[src/rtl/inject_fifo.sv]
// inject_fifo: injection-side buffer between a node's packet generator and
// the router's local inject port. Packets are queued in a DEPTH-entry FIFO.
// The head is presented with a valid/ack handshake, and the block keeps a
// saturating count of packets it had to discard.
//
// Ports
//   clk, reset       clock; asynchronous active-high reset
//   X, Y             this node's coordinates (static after reset)
//   pkt_in/pkt_push  generator write side; dest X/Y in the top 2*MM bits
//   full             FIFO holds DEPTH entries
//   inject/inj       head packet / head valid (FIFO not empty)
//   inj_ack          router took the head this cycle
//   count            occupancy 0..DEPTH
//   drop_cnt         saturating count of discarded pushes
//
// Build option: define INJ_SELF_DROP_EN to discard self-addressed pushes.
// A discarded self-addressed push counts in drop_cnt.
module inject_fifo #(
  parameter int LL    = 16,
  parameter int MM    = 2,
  parameter int DEPTH = 4,
  parameter int AW    = 2
) (
  input  logic          clk,
  input  logic          reset,
  input  logic [MM-1:0] X,
  input  logic [MM-1:0] Y,
  input  logic [LL-1:0] pkt_in,
  input  logic          pkt_push,
  output logic          full,
  output logic [LL-1:0] inject,
  output logic          inj,
  input  logic          inj_ack,
  output logic [AW:0]   count,
  output logic [7:0]    drop_cnt
);

  logic [DEPTH-1:0][LL-1:0] mem;
  logic [AW-1:0]            rp, wp;
  logic                     self_hit, wr, drop, pop;

  // Destination field of the incoming packet matches this node.
  logic self_match;
  assign self_match = (pkt_in[LL-1 -: MM] == X) && (pkt_in[LL-MM-1 -: MM] == Y);

`ifdef INJ_SELF_DROP_EN
  assign self_hit = self_match;
`else
  // Self-addressed traffic is queued like any other packet.
  logic unused_self;
  assign unused_self = self_match;
  assign self_hit    = 1'b0;
`endif

  assign full   = (count == (AW+1)'(DEPTH));
  assign inj    = (count != '0);
  assign inject = mem[rp];

  // A full FIFO refuses the push even if the head pops in the same cycle.
  assign wr   = pkt_push && !full && !self_hit;
  assign drop = pkt_push && (full || self_hit);
  assign pop  = inj && inj_ack;

  always_ff @(posedge clk or posedge reset) begin
    if (reset) begin
      mem      <= '0;
      rp       <= '0;
      wp       <= '0;
      count    <= '0;
      drop_cnt <= '0;
    end else begin
      if (wr) begin
        mem[wp] <= pkt_in;
        wp      <= wp + 1'b1;
      end
      if (pop)
        rp <= rp + 1'b1;
      case ({wr, pop})
        2'b10:   count <= count + 1'b1;
        2'b01:   count <= count - 1'b1;
        default: count <= count;
      endcase
      if (drop && drop_cnt != 8'hFF)
        drop_cnt <= drop_cnt + 1'b1;
    end
  end

endmodule

[config.mk]
export PLATFORM = sky130hd
export DESIGN_NAME = inject_fifo
export DESIGN_NICKNAME = d
export VERILOG_FILES = /design/src/rtl/inject_fifo.sv
export SDC_FILE = /design/constraint.sdc
export NUM_CORES = 1
export LEC_CHECK = 0
export ABC_AREA = 0
export ABC_CLOCK_PERIOD_IN_PS = 4050
export CAP_MARGIN = 20
export CORE_UTILIZATION = 30
export DETAILED_ROUTE_END_ITERATION = 16
export GPL_TIMING_DRIVEN = 0
export HOLD_SLACK_MARGIN = 0.02
export PLACE_DENSITY = 0.53
export SYNTH_ARGS = -nofsm -noshare
export SYNTH_HDL_FRONTEND = slang
export SYNTH_SLANG_ARGS = --single-unit
export TNS_END_PERCENT = 20
[constraint.sdc]
create_clock -name clk -period 4.05 [get_ports clk]
set_clock_uncertainty 0.05 [all_clocks]
set_input_delay 0.81 -clock clk [delete_from_list [all_inputs] [get_ports clk]]
set_output_delay 0.81 -clock clk [all_outputs]
set_load 0.005 [all_outputs]
After elaboration in Yosys (flattened, before gate mapping)
Cells that the tools add are included.
- equal/unequal tests: 4
- muxes and demuxes: 6
- reductions and logical operators: 8
- add/subtract/negate cells: 5
- order comparisons: 3
- operator list (kind ; number):
    bitwise mux 64 bit ; 1
    binary-select mux 16 bit (select 2 bit) ; 1
    demux 16 bit (select 2 bit) ; 1
    two-way mux 16 bit ; 2
    adder 8 x 1 -> 8 bit, second input constant ; 1
    != test 8 bit, second input constant ; 1
    < comparator 2 x 3 -> 1 bit, second input constant ; 2
    one-hot mux 3 bit (2 select lines) ; 1
    logical AND 1 bit ; 5
    adder 2 x 1 -> 2 bit, second input constant ; 2
    adder 3 x 1 -> 3 bit, second input constant ; 1
    equality test 3 bit, second input constant ; 1
    nonzero test 3 bit ; 1
    subtractor 3 x 1 -> 3 bit, second input constant ; 1
    equality test 2 x 1 -> 1 bit, second input constant ; 1
    equality test 2 bit, second input constant ; 1
    greater-or-equal comparator 2 x 1 -> 1 bit, second input constant ; 1
    nonzero test 2 bit ; 1
    zero test 1 bit ; 1
- output and inout bits: 29
- input bits: 24
- register bits after elaboration: 79
- logic and storage cells: 34

Longest topological paths before layout
Gate-level depths: netlist of the first run.
- depth after elaboration: 5
- mapped depth: 10

Least setup slack after synthesis of the first run
No wires, ideal clock.
- path kind: input port to flip-flop
- start: input pkt_push
- end: register count[2]
- setup time: 0.079 ns
- data arrival time: 2.133 ns
- stages: 9
- path slack: 1.788 ns
- cell sequence: nor2b_2 buf_12 inv_1 ha_1 inv_1 fa_1 xor2_1 nor2_1 xor2_1
- longest elaborated chain between the ends: 3
- elaborated cells on any way between the ends: 5
- ends and longest elaborated chain (element ; line ; source):
    start, declared ; 29 ; input logic pkt_push,
    logical AND 1 bit * ; 60 ; assign wr = pkt_push && !full && !self_hit;
    equality test 2 x 1 -> 1 bit or equality test 2 bit (tied branches) ; 78 ; case ({wr, pop})
    one-hot mux 3 bit (2 select lines) or nonzero test 2 bit (tied branches) ; -- ;
    end signal, assigned ; 79 ; 2'b10: count <= count + 1'b1;
    end signal, assigned ; 80 ; 2'b01: count <= count - 1'b1;
    end signal, assigned ; 81 ; default: count <= count;
    end, declared ; 34 ; output logic [AW:0] count,
Mark *: on every way between the ends. The rest lies on a longest branch, timed or not.
A chain may end at the register's enable or synchronous reset.

Worst setup path in the final report of the first run
- start: register rp[1]
- end: output inject[9]
- longest elaborated chain between the ends: 2
- ends and longest elaborated chain (element ; line ; source):
    start, declared ; 39 ; logic [AW-1:0] rp, wp;
    start signal, assigned ; 77 ; rp <= rp + 1'b1;
    binary-select mux 16 bit (select 2 bit) ; 57 ; assign inject = mem[rp];
    two-way mux 16 bit (implied by the code) ; 57 ;
    end, declared ; 31 ; output logic [LL-1:0] inject,
Every way passes these cells. The select of a mux whose other input is x is not followed.

==> results of run 1 <==
[metal layers]
metal,GRT usage,share of wire
met1,0.163,0.47
met4,0.0442,0.0097
met5,0,0
met2,0.199,0.49
met3,0.0369,0.037
[registers in the layout, indices dropped and copies added, names as in the netlist]
signal / flops
count: 3
wp: 2
drop_cnt: 8
rp: 2
mem: 64
[power breakdown]
group,internal (uW),switching [uW]
logic,1230,623
clock network,526,301
registers,1180,220
[worst max-delay path: cells and delay by family (launching register included)]
kind / cells / cell delay (ns)
buf+inv: 3 / 1.43
flops: 1 / 0.32
mux: 1 / 0.36
[layout by cell type, fill, tap and decap left out, drive strengths merged, types with 2 or more instances in the layout]
cell type	count
clkinv	2
nand4	2
xnor2	5
a21oi	2
inv	7
mux2i	2
and2	2
mux2	67
and3	2
dfrtp	79
mux4	16
o21ai	3
buf	9
nand2	12
nor2b	2
xor2	4
nor2	3
clkbuf	14
ha	6
clkdlybuf4s50	48
[final timing paths]
| path | startpoint | to | slack (ns) | depth (start not counted) |
|---|---|---|---|---|
| max | rp[1] | inject[9] | 0.75 | 4 |
| min | mem[62] | mem[62] | 0.45 | 1 |
| max reg2reg | count[0] | count[2] | 1.88 | 10 |
| min reg2reg | mem[62] | mem[62] | 0.45 | 1 |
| max in group asynchronous | reset | mem[2] | 2.61 | 3 |
| min in group asynchronous | reset | mem[42] | 0.76 | 2 |
[logic make-up after synthesis]
family	Yosys count
muxes	85
DFF	79
and+or+nand+nor	28
buffers and inverters	16
xor gates and xnor gates	9
adders and majority gates	7
AOI/OAI and AO/OA	6
[through the flow]
stage,instances,util,cell area (sq um),total power [uW]
3_5_place_dp,447,0.373,4550,3290
4_1_cts,463,0.398,4860,4150
6_report,463,0.398,4860,4080
3_3_place_gp,446,0.370,4520,3250
2_1_floorplan,230,-,3830,2610
5_1_grt,463,0.398,4860,4350
[cells in the mapped netlist (3+ instances only)]
| library cell | count |
|---|---|
| dfrtp_1 | 79 |
| mux2_4 | 40 |
| mux2_2 | 27 |
| mux4_2 | 16 |
| nand2_1 | 8 |
| inv_1 | 7 |
| ha_1 | 6 |
| buf_12 | 5 |
| xnor2_1 | 5 |
| nand2_8 | 4 |
| xor2_1 | 4 |
| nor2_1 | 3 |
| o21ai_0 | 3 |
[final cells by class]
cell class,count,share of cell area
timing repair buffer,49,0.104
inverter,7,0.00592
sequential,79,0.406
clock inverter,3,0.00823
multi-input combinational,135,0.351
clock buffer,13,0.0556
buffer,9,0.0249
tap,168,0.0432
==> results.md, run 1 <==
- The multi-input gate area in the final layout is 1710 sq um.
- The placer congestion estimate is slightly above 0.7.
- The share of the synthesized netlist area taken by xor and xnor gates is 0.0206.
- For the finished layout, the period the worst path requires is ~3.3 ns.
- The initial antenna violation count was 0.
- The die area is between 10000 and 15000 sq um.
- For the worst-skew pair, the clock arrives at the later sink with an insertion delay of 0.33 ns.
- VDD sags by at most roughly 0.32 mV.
- The worst-case setup margin in the final layout is approximately 0.75 ns.
- When the netlist entered floorplanning its net count stood at 261.
- Entering global routing, the biggest net connects 56 pins.
- Walking the worst path, the cells encountered are clkbuf_1, buf_2, mux4_2, clkdlybuf4s50_1.
- The final sum of negative setup slack is 0 ns.
- The overall via count from detail_route is 2069.
- By startpoint and endpoint, the worst setup path is classified as register to output port.
- The area of the core is ~12000 sq um.
- The count of endpoints failing hold in the final timing report is 0.
- Measured along the x axis, the die boundary spans 115 microns.
- The synthesis-stage register bit count is 79.
- The power density over the cells is 839 nW/um^2.
- The clock passes through at most 2 buffers.
- The CTS buffer count is 9.
- Setup violations remaining at the end of the flow were counted as 0.
- Counting every instance in the synthesized netlist gives 230.
- At the pin with the least slew margin, the transition time is 0.650 ns.
- The number of maximum-capacitance violations is 0.
- The biggest area contributor in the post-synthesis netlist is dfrtp_1.
- In this run, post-CTS repair resized a total of 0 instances.
- The dominant combinational cell family by area after synthesis is multiplexers.
- The count of unresolved DRC violations after routing is 0.
- The async set-or-reset flop fraction in the synthesized netlist is 1.00.
- The flip-flop and latch area is 1980 sq um.
- The final net count is 321.
- The run finished with clean final reports.
- The synthesized netlist occupies a cell area of between 3000 and 4000 sq um.
- Yosys attributes the largest share of cell area to dfrtp_1, mux2_4, mux4_2.
- The H-tree depth reported by CTS is 3.
- The count of filler cells inserted in the layout is 1194.
- The count of antenna diodes in the layout is 0.
- The leakage dissipation is approximately 0.0022 uW.
- Of the total synthesized cell area, the portion taken by full adders, half adders and majority gates is 0.0248.
- The first-pass iteration count of the detailed router is 4.
- Data arrives at the worst endpoint at approximately 2.4 ns.
- The share of the Yosys chip area taken by registers is 0.516.
- The global-route total usage across every layer is 0.125.
- STA classifies the critical path startpoint as a register.
- Compared with the post-synthesis result, the final layout area differs by 26.9%.
- Once detailed placement completed, the half-perimeter wirelength came to roughly 4800 microns.
- The effective utilization at floorplan is 0.314.
- The endpoint type of the worst setup path is an output port.
- After synthesis, the share of cell area in mux cells is 0.335.
- The worst max-slew margin expressed relative to the limit is 0.567.
- At the worst endpoint, the required time is ~3.2 ns.
- The longest individual stage delay on the worst path is 0.50 ns.
- The floorplan has 40 rows.
- The routed length per instance is 15.8 microns.
- After clock tree synthesis, the clock-pin slew on the worst setup and hold paths is 0.06 ns.
- Hold is met by between 0.4 and 0.5 ns.
- Of the total synthesized cell area, the portion taken by AND, OR, NAND and NOR gates is 0.0571.
- The share of layout cells above drive strength 1 is 0.386.
- Along the worst path, the maximum fanout reaches 10.
- Each instance of the synthesized netlist takes up on average 16.7 sq um.
- The portion of synthesized cell area occupied by the leading cell type is 0.516.
- Buffers inserted to repair hold after CTS numbered 0.
- The number of clock sinks seen by CTS is 79.
- The critical path's slowest cell is clkbuf_1.
- The root cell of the clock tree is clkbuf_16.
- The first global-routing pass estimated 12300 microns of wire.
- The post-detailed-routing wire length is 7340 microns.
- Global routing finished with a remaining overflow of 0.
- The tightest min-delay check is of the register to register type.
- The pre-CTS setup slack is 1.08 ns.
- The number of design-rule violations left by the first detailed-router iteration is 49.
- The count of flip-flops with a built-in enable after synthesis is 0.
- Setup repair after global routing left no endpoint under its margin.
- The number of different library cells in the post-synthesis netlist is 30.
- The number of I/O port buffers is between 40 and 50.
- The number of I/O pins is 53.
- The count of nets left with antenna violations after detail routing is 0.
- The final period utilization is 0.816.
- The maximum clock rate is 0.303 GHz.
- The share of the synthesized area in compound gates (AO/OA/AOI/OAI) is 0.00816.
- After clock tree synthesis, the setup repair step added 0 buffers.
- The detail-routed via count per cell is 4.47.
- During synthesis, Yosys emitted a total of 0 warnings.
- The via count of the first global-routing pass was 2264.
- The number of pins exceeding their max-slew limit in the final report came to 0.
- TritonCTS built the clock tree.
- In this run the vertical extent of the chip is 115 microns.
- The most used flip-flop cell after synthesis is dfrtp_1.
(Power assumes the default switching activity.)
==> inputs of run 2 (changes only) <==
- ABC_CLOCK_PERIOD_IN_PS: 4050 -> 3300
- clock period: 4.05 -> 3.3 ns (I/O delays scaled with it)
==> results of run 2 <==
Same layout as run 1 (identical final DEF). Status: finished clean.
Among the figures that moved: setup slack after placement 1.08 ns -> 0.478 ns; setup slack after layout 0.745 ns -> 0.145 ns; register-to-register setup slack 1.88 ns -> 1.13 ns; total power 4080 uW -> 5010 uW; worst IR drop on VDD 0.324 mV -> 0.398 mV
